### src/rtl/cellift_mem_arb_pkg.sv
// Shared types for the instruction/data memory port arbiter.
package cellift_mem_arb_pkg;

    typedef enum logic {
        ARB_IDLE = 1'b0,
        ARB_HOLD = 1'b1
    } arb_state_e;

    typedef enum logic {
        INSTR = 1'b0,
        DATA  = 1'b1
    } requester_e;

endpackage

### src/rtl/cellift_mem_port_arbiter.sv
// Two-requester (instruction/data) arbiter onto one single-ported memory,
// round-robin on contest, selection held stable while the memory stalls.
module cellift_mem_port_arbiter
    import cellift_mem_arb_pkg::*;
#(
    parameter int AddrW = 21,
    parameter int DataW = 32,
    parameter int StrbW = 32,
    parameter int CntW  = 16
) (
    input  logic             clk_i,
    input  logic             rst_ni,

    input  logic             instr_req_i,
    output logic             instr_gnt_o,
    input  logic [AddrW-1:0] instr_addr_i,
    input  logic [DataW-1:0] instr_wdata_i,
    input  logic [StrbW-1:0] instr_strb_i,
    input  logic             instr_we_i,
    output logic [DataW-1:0] instr_rdata_o,
    output logic             instr_rvalid_o,

    input  logic             data_req_i,
    output logic             data_gnt_o,
    input  logic [AddrW-1:0] data_addr_i,
    input  logic [DataW-1:0] data_wdata_i,
    input  logic [StrbW-1:0] data_strb_i,
    input  logic             data_we_i,
    output logic [DataW-1:0] data_rdata_o,
    output logic             data_rvalid_o,

    output logic             mem_req_o,
    input  logic             mem_gnt_i,
    output logic [AddrW-1:0] mem_addr_o,
    output logic [DataW-1:0] mem_wdata_o,
    output logic [StrbW-1:0] mem_strb_o,
    output logic             mem_we_o,
    input  logic [DataW-1:0] mem_rdata_i,

    output logic [CntW-1:0]  conflict_cnt_o,
    output logic [CntW-1:0]  stall_cnt_o
);

    arb_state_e  state_q, state_d;
    requester_e  last_q, last_d;
    requester_e  hold_q, hold_d;
    logic        pend_q, pend_d;
    requester_e  owner_q, owner_d;
    logic [CntW-1:0] conflict_cnt_q, conflict_cnt_d;
    logic [CntW-1:0] stall_cnt_q, stall_cnt_d;

    requester_e  sel;
    requester_e  rr_sel;
    logic        any_req;
    logic        both_req;
    logic        hold_req;
    logic        hold_valid;
    logic        grant;
    logic        stall;

    assign any_req  = instr_req_i | data_req_i;
    assign both_req = instr_req_i & data_req_i;
    assign hold_req = (hold_q == INSTR) ? instr_req_i : data_req_i;

    // A held selection whose requester has withdrawn is abandoned in the same
    // cycle, so the fresh arbitration below takes over with no bubble.
    assign hold_valid = (state_q == ARB_HOLD) && hold_req;

    always_comb begin
        rr_sel = INSTR;
        if (both_req) begin
            rr_sel = (last_q == INSTR) ? DATA : INSTR;
        end else if (data_req_i) begin
            rr_sel = DATA;
        end
    end

    assign sel   = hold_valid ? hold_q : rr_sel;
    assign grant = mem_gnt_i & any_req;
    assign stall = any_req & ~mem_gnt_i;

    assign instr_gnt_o = mem_gnt_i & instr_req_i & (sel == INSTR);
    assign data_gnt_o  = mem_gnt_i & data_req_i  & (sel == DATA);

    always_comb begin
        mem_req_o   = any_req;
        mem_addr_o  = '0;
        mem_wdata_o = '0;
        mem_strb_o  = '0;
        mem_we_o    = 1'b0;
        if (any_req) begin
            if (sel == INSTR) begin
                mem_addr_o  = instr_addr_i;
                mem_wdata_o = instr_wdata_i;
                mem_strb_o  = instr_strb_i;
                mem_we_o    = instr_we_i;
            end else begin
                mem_addr_o  = data_addr_i;
                mem_wdata_o = data_wdata_i;
                mem_strb_o  = data_strb_i;
                mem_we_o    = data_we_i;
            end
        end
    end

    always_comb begin
        state_d        = ARB_IDLE;
        hold_d         = hold_q;
        last_d         = last_q;
        pend_d         = 1'b0;
        owner_d        = owner_q;
        conflict_cnt_d = conflict_cnt_q;
        stall_cnt_d    = stall_cnt_q;

        if (stall) begin
            state_d = ARB_HOLD;
            hold_d  = sel;
        end

        if (grant) begin
            last_d = sel;
            // Writes get no response; only reads arm the return path.
            if (!mem_we_o) begin
                pend_d  = 1'b1;
                owner_d = sel;
            end
        end

        if (both_req && (conflict_cnt_q != {CntW{1'b1}})) begin
            conflict_cnt_d = conflict_cnt_q + 1'b1;
        end
        if (stall && (stall_cnt_q != {CntW{1'b1}})) begin
            stall_cnt_d = stall_cnt_q + 1'b1;
        end
    end

    always_ff @(posedge clk_i or negedge rst_ni) begin
        if (!rst_ni) begin
            state_q        <= ARB_IDLE;
            last_q         <= DATA;
            hold_q         <= INSTR;
            pend_q         <= 1'b0;
            owner_q        <= INSTR;
            conflict_cnt_q <= '0;
            stall_cnt_q    <= '0;
        end else begin
            state_q        <= state_d;
            last_q         <= last_d;
            hold_q         <= hold_d;
            pend_q         <= pend_d;
            owner_q        <= owner_d;
            conflict_cnt_q <= conflict_cnt_d;
            stall_cnt_q    <= stall_cnt_d;
        end
    end

    assign instr_rvalid_o = pend_q & (owner_q == INSTR);
    assign data_rvalid_o  = pend_q & (owner_q == DATA);
    assign instr_rdata_o  = instr_rvalid_o ? mem_rdata_i : '0;
    assign data_rdata_o   = data_rvalid_o  ? mem_rdata_i : '0;

    assign conflict_cnt_o = conflict_cnt_q;
    assign stall_cnt_o    = stall_cnt_q;

endmodule

### config.mk
export PLATFORM = sky130hd
export DESIGN_NAME = cellift_mem_port_arbiter
export DESIGN_NICKNAME = d
export VERILOG_FILES = /design/src/rtl/cellift_mem_arb_pkg.sv /design/src/rtl/cellift_mem_port_arbiter.sv
export SDC_FILE = /design/constraint.sdc
export NUM_CORES = 1
export LEC_CHECK = 0
export CORE_AREA = 2 2 156 158
export DETAILED_ROUTE_END_ITERATION = 10
export DIE_AREA = 0 0 158 160
export HOLD_SLACK_MARGIN = 0.03
export SYNTH_ARGS = -nofsm -noshare
export SYNTH_HDL_FRONTEND = slang
export SYNTH_SLANG_ARGS = --single-unit
### constraint.sdc
create_clock -name clk_i -period 2.35 [get_ports clk_i]
set_clock_uncertainty 0.05 [all_clocks]
set_input_delay 0.705 -clock clk_i [delete_from_list [all_inputs] [get_ports clk_i]]
set_output_delay 0.705 -clock clk_i [all_outputs]
set_load 0.02 [all_outputs]
==> run metrics, run 1 <==
status=complete, but fails checks; violated checks=setup timing; pin count of the biggest net entering global routing=38; final hold violations=0; library cells used by synthesis=40; final setup margin=-386.4 ps; nets=1190; ys flop type=dfrtp_1; Crit path top cell by count=buf_12; DRT Wirelength=22550 µm; Core Box Area=0.02382 mm²; wire per inst=17.29 µm; asr flop ratio synth=1.000; Clock Latency Late Sink=roughly 280 ps; most frequent cells in the layout=clkdlybuf4s50_1 (235), nand2_1 (90), buf_6 (79), buf_4 (60), nand2_2 (56); Slew HR=0.6715; row cnt=between 50 and 60; worst path required time=1590 ps; period utilisation layout=1.164; critical path buffer and inverter count=5; Met3 Routed Length=between 1500 and 2000 µm; critical path class=reg2out; post-synth top area share=0.2641; number of buffers created by CTS=5; Syn Nets=roughly 730; R2R Path End=stall_cnt_o[7]; CTS tree=done; I/O Buffers=395; Area Growth Syn to Fin=192.6%; layout cells sized above 1=0.4673; H-tree depth=2; met1 WL=9535 µm; clk root buf=clkbuf_16; TNS Setup=-26000 ps; Final Max Slew Viols=0; Leakage=4.504 nW; most common cell after layout, fill and taps aside=clkdlybuf4s50_1; DR DRC count=0; cts hold-fix bufs=0; DP Wirelength=about 16000 µm; maximum vdd drop=480.0 µV; Synth Register Bits=37; Starting Density=0.1432; number of fill cells=2398; Max Cap Viol=0; CP Capture Type=output pin; cells after synthesis=between 500 and 600; reg2reg setup slack=470 ps; uppermost layer routed=met4; Synth warnings=0; post-synthesis instance area=roughly 0.0034 mm²; R2R depth=7; Max Freq=365.4 MHz; post-layout min period=about 2700 ps; r2r startpoint=stall_cnt_o[0]; crit path DAT=1980 ps; unrepaired setup endpoints after global routing=true; power per cell area=about 450 mW/mm²; crit-path cells=nor2b_4, o21ai_2, and2_4, buf_12, buf_8, buf_12, buf_12, nand2_4, a21oi_4, buf_6; IO Pins=396; Setup Viol. Count Final=87; Die Ht=roughly 160 µm; Least-Margin Pin Slew=492.8 ps; routability congestion estimate=0.7934; detailed-route via count=5388; Via density=slightly above 4; DR iter-0 viols=214; initial antenna violation count=0; overall routing resource usage=0.1618; CP max FO=5; vias in the first global route=5480; Hold WS=~420 ps; max incr delay on CP=410 ps; DIE AREA=0.02528 mm²; worst min path class=in2async; Synth area leaders=dfrtp_1 (26%), nand2_1 (20%), a21oi_1 (13%); Overflow after GRT=0; CP startpoint kind=flop; first-pass GRT wire length=32080 µm; Final ANT Viol Nets=0; Diodes inserted=0; clock-pin slew on the worst setup and hold paths=60 ps; register area=927.1 µm²; die span in x=158 µm; sequential share of the synthesized area=0.2718; metal2 WL=approximately 11000 µm; EDFF count, synth=0; clk sinks=37; Synth area leader=dfrtp_1; average cell area after synthesis=6.534 µm²; drt first pass iters=4; Slowest cell on crit path=dfrtp_1; CP delay by family, top=buffers and inverters; clk buf depth=2; area of the multi-input gates=between 0.003 and 0.004 mm²
-- layout make-up --
type | instances | area share
clock buffer | 6 | 0.01392
clock inverter | 2 | 0.003762
inverter | 3 | 0.001379
multi-input combinational | 444 | 0.3376
sequential | 37 | 0.09292
tap | 324 | 0.04063
timing repair buffer | 488 | 0.5098
-- sequential cells by signal, summed over array words and instances (netlist names) --
signal	cells
stall_cnt_o	16
hold_q	1
last_q	1
conflict_cnt_o	16
owner_q	1
state_q	1
pend_q	1
-- metal layers --
layer,vias to the layer above,GRT usage
li1,2663,-
met1,2499,0.2042
met2,198,0.2872
met3,28,0.02958
met4,0,0.03071
met5,-,0
-- Yosys cell counts, types with 2 or more instances --
| master | number |
|---|---|
| nand2_1 | 186 |
| a21oi_1 | 92 |
| and3_1 | 42 |
| and2_1 | 36 |
| dfrtp_1 | 36 |
| clkbuf_1 | 22 |
| xnor2_1 | 16 |
| buf_2 | 14 |
| nor2_1 | 10 |
| nand3_1 | 9 |
| xor2_1 | 8 |
| nand4_1 | 5 |
| o21ai_0 | 5 |
| nor2b_1 | 4 |
| nor3_1 | 4 |
| inv_1 | 3 |
| and4_1 | 2 |
| ha_1 | 2 |
| mux2i_1 | 2 |
| nand3_2 | 2 |
| nor2_2 | 2 |
| nor3_2 | 2 |
-- worst max-delay path by stage --
| stage | cells after the start | to | start |
|---|---|---|---|
| after floorplan | 6 | mem_wdata_o[12] | data_req_i |
| after global placement | 6 | mem_strb_o[19] | data_req_i |
| after detailed placement | 6 | mem_strb_o[6] | data_req_i |
| after CTS | 9 | mem_wdata_o[19] | last_q |
| after global routing | 10 | mem_wdata_o[17] | last_q |
| final | 10 | mem_strb_o[27] | state_q |
-- report_power, final --
part | switching (mW) | internal, mW | total (mW)
Clock | 0.262 | 0.529 | 0.791
Sequential | 0.163 | 0.757 | 0.921
Combinational | 1.30 | 1.44 | 2.73
-- per-stage QoR --
step | power, mW | cell area (µm²) | utilization | setup slack (ps) | cells
5_1_grt | 4.682 | 9978 | 0.4189 | -465.2 | 1304
3_3_place_gp | 3.229 | 8615 | 0.3616 | -1060 | 1252
4_1_cts | 4.369 | 9744 | 0.4091 | -391.3 | 1298
3_5_place_dp | 3.239 | 8615 | 0.3616 | -1054 | 1252
6_report | 4.447 | 9978 | 0.4189 | -386.4 | 1304
2_1_floorplan | 1.964 | 3963 | - | -70.88 | 522
-- worst register-to-register path, cell delays in order, from the launching register on --
cell and delay, ps:
dfrtp_1 420, ha_1 250, nand4_1 170, nor3_2 90, a311oi_4 350, buf_4 190
nand4_1 110, xnor2_1 140
-- cell families (layout without fill, tap and decap cells) --
kind of cell / after synthesis / after routing / share of synthesized area
adders and majority gates: 2 / 2 / 0.007336
DFF: 37 / 37 / 0.2718
AOI/OAI and AO/OA: 106 / 106 / 0.1680
muxes: 4 / 4 / 0.01247
buffers and inverters: 41 / 499 / 0.05172
and+or+nand+nor: 308 / 308 / 0.4270
xor gates and xnor gates: 24 / 24 / 0.06163
-- what timing repair did --
item | 4_1_cts | 5_1_grt
setup endpoints to repair | 158 | 126
gates resized for setup | 823 | 141
setup buffers | 29 | 7
pin swaps | 35 | 59
gates cloned | 11 | 4
Note: power is estimated with default switching activity, not from simulation.
==> run 2, diff against run 1 <==
==> constraint.sdc (replaced) <==
create_clock -name clk_i -period 2.5 [get_ports clk_i]
set_clock_uncertainty 0.05 [all_clocks]
set_input_delay 0.75 -clock clk_i [delete_from_list [all_inputs] [get_ports clk_i]]
set_output_delay 0.75 -clock clk_i [all_outputs]
set_load 0.02 [all_outputs]
==> run metrics, run 2 (synthesis results as in run 1) <==
clk buf depth=2 (unchanged); detailed-route via count=5384 (was 5388); CTS tree=done (unchanged); CP max FO=9 (was 5); IO Pins=396 (unchanged); fin area=0.01002 mm² (was 0.009978 mm²); unrepaired setup endpoints after global routing=true (unchanged); crit path DAT=1920 ps (was 1980 ps); initial antenna violation count=1 (was 0); register area=927.1 µm² (unchanged); DRT Wirelength=21820 µm (was 22550 µm); overall routing resource usage=0.1545 (was 0.1618); H-tree depth=2 (unchanged); Least-Margin Pin Slew=485.8 ps (was 492.8 ps); routability congestion estimate=0.7799 (was 0.7934); Finished Layout Cells=1290 (was 1304); uppermost layer routed=met5 (was met4); Slowest cell on crit path=dfrtp_1 (unchanged); area of the multi-input gates=0.003525 mm² (was 0.003368 mm²); crit-path cells=nor2b_4, o21ai_4, and2_4, buf_12, buf_12, clkbuf_16, nand2_2, a21oi_2, buf_6 (was nor2b_4, o21ai_2, and2_4, buf_12, buf_8, buf_12, buf_12, nand2_4, a21oi_4, buf_6); Core Box Area=0.02382 mm² (unchanged); critical path buffer and inverter count=4 (was 5); pin count of the biggest net entering global routing=36 (was 38); met1 WL=9012 µm (was 9535 µm); maximum vdd drop=444.3 µV (was 480.0 µV); nets=1176 (was 1190); Crit path top cell by count=buf_12 (unchanged); Leakage=4.511 nW (was 4.504 nW); Overflow after GRT=0 (unchanged); number of buffers created by CTS=5 (unchanged); Final ANT Viol Nets=0 (unchanged); metal2 WL=11070 µm (was 11090 µm); clock-pin slew on the worst setup and hold paths=60 ps (about the same); first-pass GRT wire length=31000 µm (was 32080 µm); Setup Viol. Count Final=87 (unchanged); Power, Total=4.089 mW (was 4.447 mW); Clock Latency Late Sink=280 ps (about the same); DR DRC count=0 (unchanged); die span in x=158 µm (unchanged); Starting Density=0.1432 (unchanged); Met3 Routed Length=1539 µm (was 1551 µm); critical path class=reg2out (unchanged); placed cells=1247 (was 1252); CP startpoint kind=flop (unchanged); violated checks=setup timing (unchanged); Final Max Slew Viols=0 (unchanged); DP Wirelength=15530 µm (was 16250 µm); worst path required time=1700 ps (was 1590 ps); vias in the first global route=5420 (was 5480); DIE AREA=0.02528 mm² (unchanged); most frequent cells in the layout=clkdlybuf4s50_1 (238), nand2_1 (89), buf_6 (78), nand2_4 (59) (was clkdlybuf4s50_1 (235), nand2_1 (90), buf_6 (79), buf_4 (60), nand2_2 (56)); Slew HR=0.6761 (was 0.6715); max incr delay on CP=400 ps (was 410 ps); Max Freq=367.0 MHz; Diodes inserted=0 (unchanged); CP Capture Type=output pin (unchanged); layout cells sized above 1=0.4265 (was 0.4673); post-layout min period=2725 ps; cts hold-fix bufs=0 (unchanged); clk root buf=clkbuf_16 (unchanged); clk sinks=37 (unchanged); TNS Setup=-14690 ps (was -26000 ps); row cnt=57 (unchanged); I/O Buffers=395 (unchanged); Die Ht=160 µm (unchanged); status=complete, but fails checks (unchanged); number of fill cells=2368 (was 2398); Area Growth Syn to Fin=193.8% (was 192.6%); period utilisation layout=1.090; drt first pass iters=4 (unchanged); final setup margin=-224.6 ps (was -386.4 ps); most common cell after layout, fill and taps aside=clkdlybuf4s50_1 (unchanged); wire per inst=16.91 µm (was 17.29 µm); final hold violations=0 (unchanged); Via density=4.174 (was 4.132); Max Cap Viol=0 (unchanged); DR iter-0 viols=219 (was 214); DP Worst Slack=-1174 ps (was -1054 ps); placed inst area=0.008566 mm² (was 0.008615 mm²); power per cell area=408.0 mW/mm² (was 445.6 mW/mm²); worst min path class=in2async (unchanged); CP delay by family, top=buffers and inverters (unchanged)
[run 2: cell types whose count changed in the layout (fill, tap and decap cells not counted), moves of 3 or more]
cell	before	now
buf_2	43	5
clkdlybuf4s15_1	0	20
nand2_4	39	59
nand2_2	56	37
clkbuf_2	11	21
buf_4	60	51
buf_8	8	0
dlygate4sd2_1	5	13
buf_16	9	6
clkdlybuf4s50_1	235	238
[run 2: timing repair]
item,4_1_cts,5_1_grt
endpoints found under the setup margin,154,130
gates cloned,11,7
setup buffers,15,6
resized for setup,735,141
pin swaps,52,79
[run 2: path summary, 6_finish.rpt]
path	startpoint	endpoint	slack (ps)	depth (start not counted)
setup / recovery	state_q	mem_strb_o[28]	-220	9
hold / removal	rst_ni	conflict_cnt_o[15]	380	1
setup reg to reg	state_q	pend_q	500	10
hold reg to reg	conflict_cnt_o[10]	conflict_cnt_o[10]	440	1
max in group asynchronous	rst_ni	stall_cnt_o[13]	1490	2
min in group clk_i	conflict_cnt_o[10]	conflict_cnt_o[10]	440	1
[run 2: worst register-to-register path, delay by kind of cell, from the launching register on]
kind | cells | cell delay (ps)
flops | 1 | 400
simple gates | 3 | 410
mux | 1 | 180
buf+inv | 5 | 710
compound gates | 1 | 160
[run 2: final cells by class]
type,count,area share
timing repair buffer,472,0.4981
clock inverter,1,0.0008739
tap,324,0.04045
inverter,3,0.001124
multi-input combinational,446,0.3517
sequential,37,0.09251
clock buffer,7,0.01523
[run 2: per-stage QoR]
step	util	hold WS, ps
detailed placement	0.3596	436.5
global placement	0.3596	432.9
global route	0.4207	418.4
CTS	0.4028	397.3
floorplan	-	404.4
finish	0.4207	380.0
[run 2: report_power, final]
part | internal (mW) | switching [mW]
clock | 0.427 | 0.242
sequential | 0.712 | 0.152
combinational | 1.33 | 1.23
[run 2: per-layer routing]
layer / GRT usage / up-vias
li1: - / 2635
met1: 0.1954 / 2527
met2: 0.2791 / 206
met3: 0.02605 / 14
met4: 0.02129 / 2
met5: 0 / -
